`src/rtl/u110_ata_cfg.sv`:
```
// U110 ATA configuration block: CPU control/status registers, idle-gated PIO mode apply,
// ATA hardware-reset sequencing and drive interrupt latching/masking.
module u110_ata_cfg #(
    parameter int RST_CLKS   = 1000,
    parameter int RECOV_CLKS = 80000
) (
    input  logic       CLK40,
    input  logic       RESETn,
    input  logic       TSn,
    input  logic       RnW,
    input  logic       CFG_ENn,
    input  logic [1:0] A,
    input  logic [7:0] D_IN,
    output logic [7:0] D_OUT,
    output logic       CFG_TACK,
    input  logic       P_BUSY,
    input  logic       S_BUSY,
    input  logic       INTRQ_PRI,
    input  logic       INTRQ_SEC,
    output logic       PPIO,
    output logic       SPIO,
    output logic       ATA_RSTn,
    output logic       ATA_INTn
);

    localparam logic [16:0] RST_LAST = 17'(RST_CLKS - 1);
    localparam logic [16:0] REC_LAST = 17'(RECOV_CLKS - 1);

    typedef enum logic [1:0] {
        IDLE      = 2'd0,
        WAIT_IDLE = 2'd1,
        ASSERT    = 2'd2,
        RECOVER   = 2'd3
    } seq_e;

    seq_e        seq_q;
    logic [16:0] cnt_q;
    logic        rstn_q;

    logic        preq_q, sreq_q, pien_q, sien_q;
    logic        preq_d, sreq_d, pien_d, sien_d;
    logic        ppio_q, spio_q, ppio_d, spio_d;
    logic        pirq_q, sirq_q, pirq_d, sirq_d;
    logic [2:0]  psync_q, ssync_q;
    logic        intn_q, tack_q;
    logic [7:0]  dout_q, dout_d;

    logic        acc, rd_acc, wr_ctrl, wr_stat, rst_req;
    logic        p_rise, s_rise, in_seq;
    logic [7:0]  ctrl_rd, stat_rd;
    logic        unused_din;

    assign acc     = !TSn && !CFG_ENn;
    assign rd_acc  = acc && RnW;
    assign wr_ctrl = acc && !RnW && (A == 2'd0);
    assign wr_stat = acc && !RnW && (A == 2'd1);
    assign rst_req = wr_ctrl && D_IN[7];

    assign unused_din = ^D_IN[6:4];

    // [0],[1] are the synchronizer; [2] only delays [1] for rising-edge detection.
    assign p_rise = psync_q[1] && !psync_q[2];
    assign s_rise = ssync_q[1] && !ssync_q[2];
    assign in_seq = (seq_q == ASSERT) || (seq_q == RECOVER);

    assign ctrl_rd = {4'b0, sien_q, pien_q, sreq_q, preq_q};
    assign stat_rd = {seq_q != IDLE, 1'b0, sreq_q != spio_q, preq_q != ppio_q,
                      sirq_q, pirq_q, spio_q, ppio_q};

    always_comb begin
        preq_d = preq_q;
        sreq_d = sreq_q;
        pien_d = pien_q;
        sien_d = sien_q;
        if (wr_ctrl) begin
            preq_d = D_IN[0];
            sreq_d = D_IN[1];
            pien_d = D_IN[2];
            sien_d = D_IN[3];
        end

        // Mode follows the request (including one written this clock) whenever the channel is idle.
        ppio_d = P_BUSY ? ppio_q : preq_d;
        spio_d = S_BUSY ? spio_q : sreq_d;

        // Priority, lowest first: hold, write-1-clear, new edge, reset sequence.
        pirq_d = pirq_q;
        sirq_d = sirq_q;
        if (wr_stat && D_IN[2]) pirq_d = 1'b0;
        if (wr_stat && D_IN[3]) sirq_d = 1'b0;
        if (p_rise)             pirq_d = 1'b1;
        if (s_rise)             sirq_d = 1'b1;
        if (in_seq) begin
            pirq_d = 1'b0;
            sirq_d = 1'b0;
        end

        dout_d = 8'h00;
        if (rd_acc) begin
            case (A)
                2'd0:    dout_d = ctrl_rd;
                2'd1:    dout_d = stat_rd;
                default: dout_d = 8'h00;
            endcase
        end
    end

    always_ff @(posedge CLK40) begin
        if (!RESETn) begin
            preq_q  <= 1'b0;
            sreq_q  <= 1'b0;
            pien_q  <= 1'b0;
            sien_q  <= 1'b0;
            ppio_q  <= 1'b0;
            spio_q  <= 1'b0;
            pirq_q  <= 1'b0;
            sirq_q  <= 1'b0;
            psync_q <= 3'b000;
            ssync_q <= 3'b000;
            intn_q  <= 1'b1;
            tack_q  <= 1'b0;
            dout_q  <= 8'h00;
        end else begin
            preq_q  <= preq_d;
            sreq_q  <= sreq_d;
            pien_q  <= pien_d;
            sien_q  <= sien_d;
            ppio_q  <= ppio_d;
            spio_q  <= spio_d;
            pirq_q  <= pirq_d;
            sirq_q  <= sirq_d;
            psync_q <= {psync_q[1:0], INTRQ_PRI};
            ssync_q <= {ssync_q[1:0], INTRQ_SEC};
            intn_q  <= !((pirq_q && pien_q) || (sirq_q && sien_q));
            tack_q  <= acc;
            dout_q  <= dout_d;
        end
    end

    // Reset sequencer; a system reset lands directly in ASSERT so the drives always see a full pulse.
    always_ff @(posedge CLK40) begin
        if (!RESETn) begin
            seq_q  <= ASSERT;
            cnt_q  <= '0;
            rstn_q <= 1'b0;
        end else begin
            case (seq_q)
                IDLE: begin
                    if (rst_req) seq_q <= WAIT_IDLE;
                end
                WAIT_IDLE: begin
                    if (!P_BUSY && !S_BUSY) begin
                        seq_q  <= ASSERT;
                        cnt_q  <= '0;
                        rstn_q <= 1'b0;
                    end
                end
                ASSERT: begin
                    if (cnt_q == RST_LAST) begin
                        seq_q  <= RECOVER;
                        cnt_q  <= '0;
                        rstn_q <= 1'b1;
                    end else begin
                        cnt_q <= cnt_q + 17'd1;
                    end
                end
                RECOVER: begin
                    if (cnt_q == REC_LAST) begin
                        seq_q <= IDLE;
                        cnt_q <= '0;
                    end else begin
                        cnt_q <= cnt_q + 17'd1;
                    end
                end
                default: seq_q <= IDLE;
            endcase
        end
    end

    assign D_OUT    = dout_q;
    assign CFG_TACK = tack_q;
    assign PPIO     = ppio_q;
    assign SPIO     = spio_q;
    assign ATA_RSTn = rstn_q;
    assign ATA_INTn = intn_q;

endmodule

```
`config.mk`:
```
export PLATFORM = sky130hd
export DESIGN_NAME = u110_ata_cfg
export DESIGN_NICKNAME = d
export VERILOG_FILES = /design/src/rtl/u110_ata_cfg.sv
export SDC_FILE = /design/constraint.sdc
export NUM_CORES = 1
export LEC_CHECK = 0
export ABC_CLOCK_PERIOD_IN_PS = 4100
export BUFFER_PORTS_ARGS = -buffer_cell sky130_fd_sc_hd__buf_2
export CAP_MARGIN = 40
export CORE_ASPECT_RATIO = 0.6
export CORE_MARGIN = 3
export CORE_UTILIZATION = 55
export DETAILED_ROUTE_END_ITERATION = 12
export GPL_ROUTABILITY_DRIVEN = 0
export PLACE_DENSITY = 0.78
export SYNTH_ARGS = -nofsm -noshare
export SYNTH_HDL_FRONTEND = slang
export SYNTH_SLANG_ARGS = --single-unit
```
`constraint.sdc`:
```
create_clock -name CLK40 -period 4.1 [get_ports CLK40]
set_clock_uncertainty 0.05 [all_clocks]
set_input_delay 0 -clock CLK40 [delete_from_list [all_inputs] [get_ports CLK40]]
set_output_delay 0 -clock CLK40 [all_outputs]
set_load 0.01 [all_outputs]
```
======== Word-level counts from Yosys, hierarchy flattened ========
Index checks and enable logic that the tools add are counted.
word-level totals
  register bits ........................... 44
  bits in latches ......................... 0
  memory bits (writable) .................. 0
  bits in read-only memories .............. 0
  output and inout bits ................... 13
  memories ................................ 0
cells by class
  add/subtract/negate cells ............... 1
  multipliers ............................. 0
  div/mod/pow operators ................... 0
  magnitude comparators ................... 0
  equality and inequality tests ........... 12
  shift-type cells ........................ 0
  multiplexer cells ....................... 19
  bitwise operators ....................... 1
  reduce and logical (&&, ||, !) cells .... 35
operator list
  cell                                                                     number
  17-bit two-way mux                                                       3
  17-bit case mux with 3 select lines                                      1
  17-bit by 1-bit adder with 17-bit output, second input constant          1
  17-bit by 10-bit == test with 1-bit output, second input constant        1
  17-bit == test, second input constant                                    1
  8-bit case mux with 2 select lines                                       1
  1-bit logical AND                                                        13
  1-bit logical NOT                                                        8
  1-bit two-way mux                                                        8
  2-bit two-way mux                                                        4
  2-bit case mux with 4 select lines                                       1
  2-bit nonzero test                                                       4
  2-bit by 1-bit == test with 1-bit output, second input constant          2
  2-bit == test, second input constant                                     2
  2-bit logical NOT                                                        2
  2-bit by 1-bit inequality test with 1-bit output, second input constant  2
  2-bit inequality test, second input constant                             2
  2-bit AND reduction                                                      2
  4-bit AND reduction                                                      1
  3-bit AND reduction                                                      1
  3-bit nonzero test                                                       1
  1-bit logical OR                                                         2
  1-bit inequality test                                                    2
  1-bit case mux with 2 select lines                                       1
  2 further kinds                                                          2

======== Longest topological paths before layout ========
  word-level depth ........................ 7
  depth in mapped cells ................... 9

======== Worst setup path before layout ========
Ideal clock, no wire load.
  path kind ............................... flip-flop to flip-flop
  start ................................... register cnt_q[0]
  end ..................................... register cnt_q[6]
  data arrival time ....................... 2.072 ns
  required time ........................... 3.928 ns
  setup slack ............................. 1.856 ns
  stages on the path, launching flop included .. 7
  path buffers ............................ 1
  cells stage by stage .................... dfxtp_1 > ha_1 > nand2_2 > or4_4 > o41a_4 > clkbuf_8 > o311a_1
on the way
  cells in the longest elaborated chain, start to end .. 3
  elaborated cells on any way between the ends .. 6
RTL lines
  what                                                              line      text
  from (decl)                                                       37        logic [16:0] cnt_q;
  from (signal assigned)                                            164       cnt_q <= cnt_q + 17'd1;
  from (signal assigned)                                            172       cnt_q <= cnt_q + 17'd1;
  17-bit by 1-bit adder with 17-bit output (tied with other cells)  164, 172
  17-bit two-way mux, on equally long branches                      168, 159
  17-bit case mux with 3 select lines (*)                           147       case (seq_q)
Mark *: on every way between the ends. The rest lies on a longest branch, timed or not.
A chain may end at the register's enable or synchronous reset.

======== Worst setup path in the final report ========
  start ................................... register cnt_q[0]
  end ..................................... register cnt_q[2]
The elaborated chain is that of the path after synthesis.

==> summary.md <==
The flow ran to the end, and the final reports show no timing, DRC or antenna violations. The cell area after synthesis came out at 2040 um^2. The signal on the critical path passes through ha_1 > nand2_2 > or4_4 > o41a_4 > o31ai_4 > nor2_1.

The filler cells instantiated in the layout total 264. The post-route minimum period works out to 2600 ps. The height of the die is 53.2 um, and the share of synthesized area occupied by flip-flops and latches is 0.422. Setup repair after global routing left no endpoint under its margin. In the synthesized netlist, the number of instances is 223. The run gives 0.206 as the overall track demand over capacity in global routing.

Max-slew violation count: 0. The detailed router placed 1,676 vias in this run. The share of layout cells above drive strength 1 works out to 0.174.

The run gives 0 ps as the setup total negative slack. The share of total power in combinational logic was 0.127; the number of clock sinks seen by CTS was 43. In the routed design, unresolved DRC markers number 0.

The clock passes through at most 2 buffers. At the later pin of the worst-skew pair, clock insertion delay measures 290 ps. Dividing total power by cell area gives a power density of 389 nW/um^2.

Synthesis instantiated 48 different standard cells from the library. The clock share of power is 0.404. The floorplan has 16 rows. The first global-routing pass estimated 7220 um of wire. In the synthesized netlist the dominant register cell turns out to be sky130_fd_sc_hd__dfxtp_1. The average instance area after synthesis came out at 9.15 um^2. The net switching fraction of the power was 0.231; the data arrival time of the critical path was 2710 ps. In the routed layout, each cell is associated on average with a via count of 5.51. The pin count of the biggest net entering global routing is 41, and the post-detailed-placement half-perimeter wirelength is 3030 um.

The final cycle utilization of the critical path is 0.634. The path class of the tightest hold or removal check is in2reg. The sum of buffers and inverters on the critical path works out to 0. The internal power of the cells totals 0.723 mW. During placement, the flow inserted port buffers numbering 27.

The total core area is 3400 um^2, and the number of hold violations in the final report is 0. Max-cap violations in this run came to 0. Leaving out filler cells and counting taps, the final layout contains 304.

For this run, the slowest stage of the critical path takes 610 ps. In this run, placement finished with an instance count of 285. The required time at the worst-slack endpoint was 4210 ps; the net switching power was 0.217 mW.

The slowest stage of the critical path belongs to the cell sky130_fd_sc_hd__o41a_4. The share of total power in sequential cells came out at 0.469. TritonCTS built the clock tree.

Summed over all layers, the global routing overflow is 0. The logs give 4500 um^2 for the overall die area and 0 for the number of warning messages in the yosys log. The average wire per standard cell was 14.3 um. The wire length after detailed routing is 4340 um, and the post-synthesis net count is 247.

Clock-pin slew was measured on the worst setup and hold paths at 80 ps. Buffers added to address setup during post-CTS repair amount to 0. The number of enable-type register cells in the synthesized netlist is 0, and the starting utilization of the core area is 0.599. The net count of the finished layout is 282. The die is 84.6 um wide. The run gives 0 as the number of diodes added for antenna fixing. The run gives 0.527 as the headroom to the max-slew limit. For the number of global-route vias before repair, the log shows 1,530.

The final number of setup-violating endpoints came out at 0. After layout, the design draws a total of 0.940 mW. The H-tree depth reported by CTS was 2.

The setup path with the least slack is of type reg2reg. Endpoint class of the critical path: a register. During I/O placement, the number of pins put on the boundary was 32.

The number of clock buffers added by TritonCTS is 5. In this run, synthesis produced a sequential element count of 43. Of all nets on the critical path, the largest fanout is 12. Relative to the synthesized area, the layout overhead comes to 18.6%. Before antenna repair, the detailed router went through 4 iterations. The maximum clock frequency was 385 MHz. The number of antenna violations at the first check in global routing was 0; the maximum resistive drop on vdd was 269 uV.

The count of nets left with antenna violations once routing finished came out at 0. The async set-reset flop share out of synthesis was 0; the transition time of the tightest slew-check pin was 710 ps. The detailed router finished its first iteration with 98 violations. On the critical path the largest part of the delay comes from compound AO/OA/AOI/OAI gates. The clock root buffer was sky130_fd_sc_hd__clkbuf_8.

The tools report the leakage power summed over all cells as 0.883 nW. The tools report the startpoint class of the critical path as a register.
-- what timing repair did --
item	4_1_cts	5_1_grt
endpoints found under the hold margin	12	0
hold buffers	11	0
endpoints found under the setup margin	0	0
resized for setup	0	0
-- worst paths after layout --
| path | startpoint | end | slack [ps] | depth (start not counted) |
|---|---|---|---|---|
| worst max-delay path | cnt_q[0] | cnt_q[2] | 1500 | 6 |
| worst min-delay path | A[1] | D_OUT[5] | 20 | 4 |
| worst max register to register | cnt_q[0] | cnt_q[2] | 1500 | 6 |
| worst min register to register | psync_q[0] | psync_q[1] | 390 | 1 |
-- per-stage QoR --
stage	area [um^2]	hold slack [ps]	setup WS [ps]	utilization
floorplan	2040	25.1	1860	-
global placement	2180	142	1560	0.639
global route	2420	33.9	1320	0.711
CTS	2420	6.00	1490	0.711
detailed placement	2180	145	1520	0.639
finish	2420	20.5	1500	0.711
-- power by group through the flow --
stage	Clock, mW	Sequential, mW	Combinational (mW)
after CTS	0.387	0.441	0.119
after global placement	0	0.450	0.110
after detailed placement	0	0.450	0.112
after global routing	0.404	0.443	0.134
final	0.380	0.441	0.120
after floorplan	0	0.448	0.0916
-- per-layer routing --
| metal | vias up | share of wire | track usage |
|---|---|---|---|
| li1 | 861 | - | - |
| met1 | 766 | 0.52 | 0.300 |
| met2 | 45 | 0.40 | 0.294 |
| met3 | 4 | 0.074 | 0.0560 |
| met4 | 0 | 0.0078 | 0.0605 |
| met5 | - | 0 | 0 |
-- placed cells by master (no fill, tap or decap), types with 4 or more instances in the layout --
| cell | instances |
|---|---|
| sky130_fd_sc_hd__inv_1 | 5 |
| sky130_fd_sc_hd__xnor2_1 | 9 |
| sky130_fd_sc_hd__nand2b_1 | 4 |
| sky130_fd_sc_hd__clkbuf_8 | 5 |
| sky130_fd_sc_hd__nand3_1 | 9 |
| sky130_fd_sc_hd__mux2i_1 | 6 |
| sky130_fd_sc_hd__ha_1 | 5 |
| sky130_fd_sc_hd__buf_2 | 27 |
| sky130_fd_sc_hd__a21oi_1 | 5 |
| sky130_fd_sc_hd__nor3b_1 | 5 |
| sky130_fd_sc_hd__nor3_1 | 9 |
| sky130_fd_sc_hd__and2_1 | 8 |
| sky130_fd_sc_hd__a22o_1 | 5 |
| sky130_fd_sc_hd__o21ai_0 | 7 |
| sky130_fd_sc_hd__o211ai_1 | 5 |
| sky130_fd_sc_hd__nor2_1 | 19 |
| sky130_fd_sc_hd__dfxtp_1 | 43 |
| sky130_fd_sc_hd__nand2_1 | 21 |
| sky130_fd_sc_hd__dlygate4sd3_1 | 11 |
| sky130_fd_sc_hd__nor2b_1 | 9 |
| sky130_fd_sc_hd__o311ai_1 | 4 |
| sky130_fd_sc_hd__nor4_1 | 4 |
-- synth_stat cells (4+ instances only) --
| cell type | count | area share |
|---|---|---|
| sky130_fd_sc_hd__a21oi_1 | 5 | 0.012 |
| sky130_fd_sc_hd__a22o_1 | 5 | 0.021 |
| sky130_fd_sc_hd__and2_1 | 8 | 0.025 |
| sky130_fd_sc_hd__clkbuf_1 | 6 | 0.011 |
| sky130_fd_sc_hd__dfxtp_1 | 43 | 0.42 |
| sky130_fd_sc_hd__ha_1 | 5 | 0.031 |
| sky130_fd_sc_hd__inv_1 | 5 | 0.0092 |
| sky130_fd_sc_hd__mux2i_1 | 6 | 0.029 |
| sky130_fd_sc_hd__nand2_1 | 21 | 0.039 |
| sky130_fd_sc_hd__nand2b_1 | 4 | 0.012 |
| sky130_fd_sc_hd__nand3_1 | 9 | 0.022 |
| sky130_fd_sc_hd__nor2_1 | 19 | 0.035 |
| sky130_fd_sc_hd__nor2b_1 | 9 | 0.028 |
| sky130_fd_sc_hd__nor3_1 | 9 | 0.022 |
| sky130_fd_sc_hd__nor3b_1 | 5 | 0.018 |
| sky130_fd_sc_hd__nor4_1 | 4 | 0.012 |
| sky130_fd_sc_hd__o211ai_1 | 5 | 0.018 |
| sky130_fd_sc_hd__o21ai_0 | 7 | 0.017 |
| sky130_fd_sc_hd__o311ai_1 | 4 | 0.017 |
| sky130_fd_sc_hd__xnor2_1 | 9 | 0.039 |
-- logic make-up after synthesis --
| group | after synthesis | share of synthesized area |
|---|---|---|
| AOI/OAI and AO/OA | 40 | 0.166 |
| adders and majority gates | 5 | 0.0307 |
| DFF | 43 | 0.422 |
| muxes | 6 | 0.0294 |
| other | 1 | 0.00184 |
| buffers and inverters | 15 | 0.0362 |
| and+or+nand+nor | 102 | 0.266 |
| xor gates and xnor gates | 11 | 0.0472 |
-- state kept, by name (all words and copies together), names as in the netlist --
name / flops
ATA_RSTn: 1
D_OUT: 7
SPIO: 1
ssync_q: 3
PPIO: 1
sirq_q: 1
cnt_q: 17
sien_q: 1
preq_q: 1
ATA_INTn: 1
pien_q: 1
sreq_q: 1
psync_q: 3
CFG_TACK: 1
pirq_q: 1
seq_q: 2
-- cell type report --
type,count,area (um^2),share of cell area
clock inverters,2,60.1,0.0248
clock buffers,6,72.6,0.0300
repair buffers,38,245,0.101
inverters,5,18.8,0.00776
flip-flops and latches,43,861,0.356
multi-input cells,165,1100,0.457
well taps,45,56.3,0.0233
-- worst register-to-register path: stages, from the launching register on --
cell and delay [ps]:
sky130_fd_sc_hd__dfxtp_1 380, sky130_fd_sc_hd__ha_1 200, sky130_fd_sc_hd__nand2_2 130, sky130_fd_sc_hd__or4_4 470, sky130_fd_sc_hd__o41a_4 610, sky130_fd_sc_hd__o31ai_4 530, sky130_fd_sc_hd__nor2_1 110
Note: power is estimated with default switching activity, not from simulation.
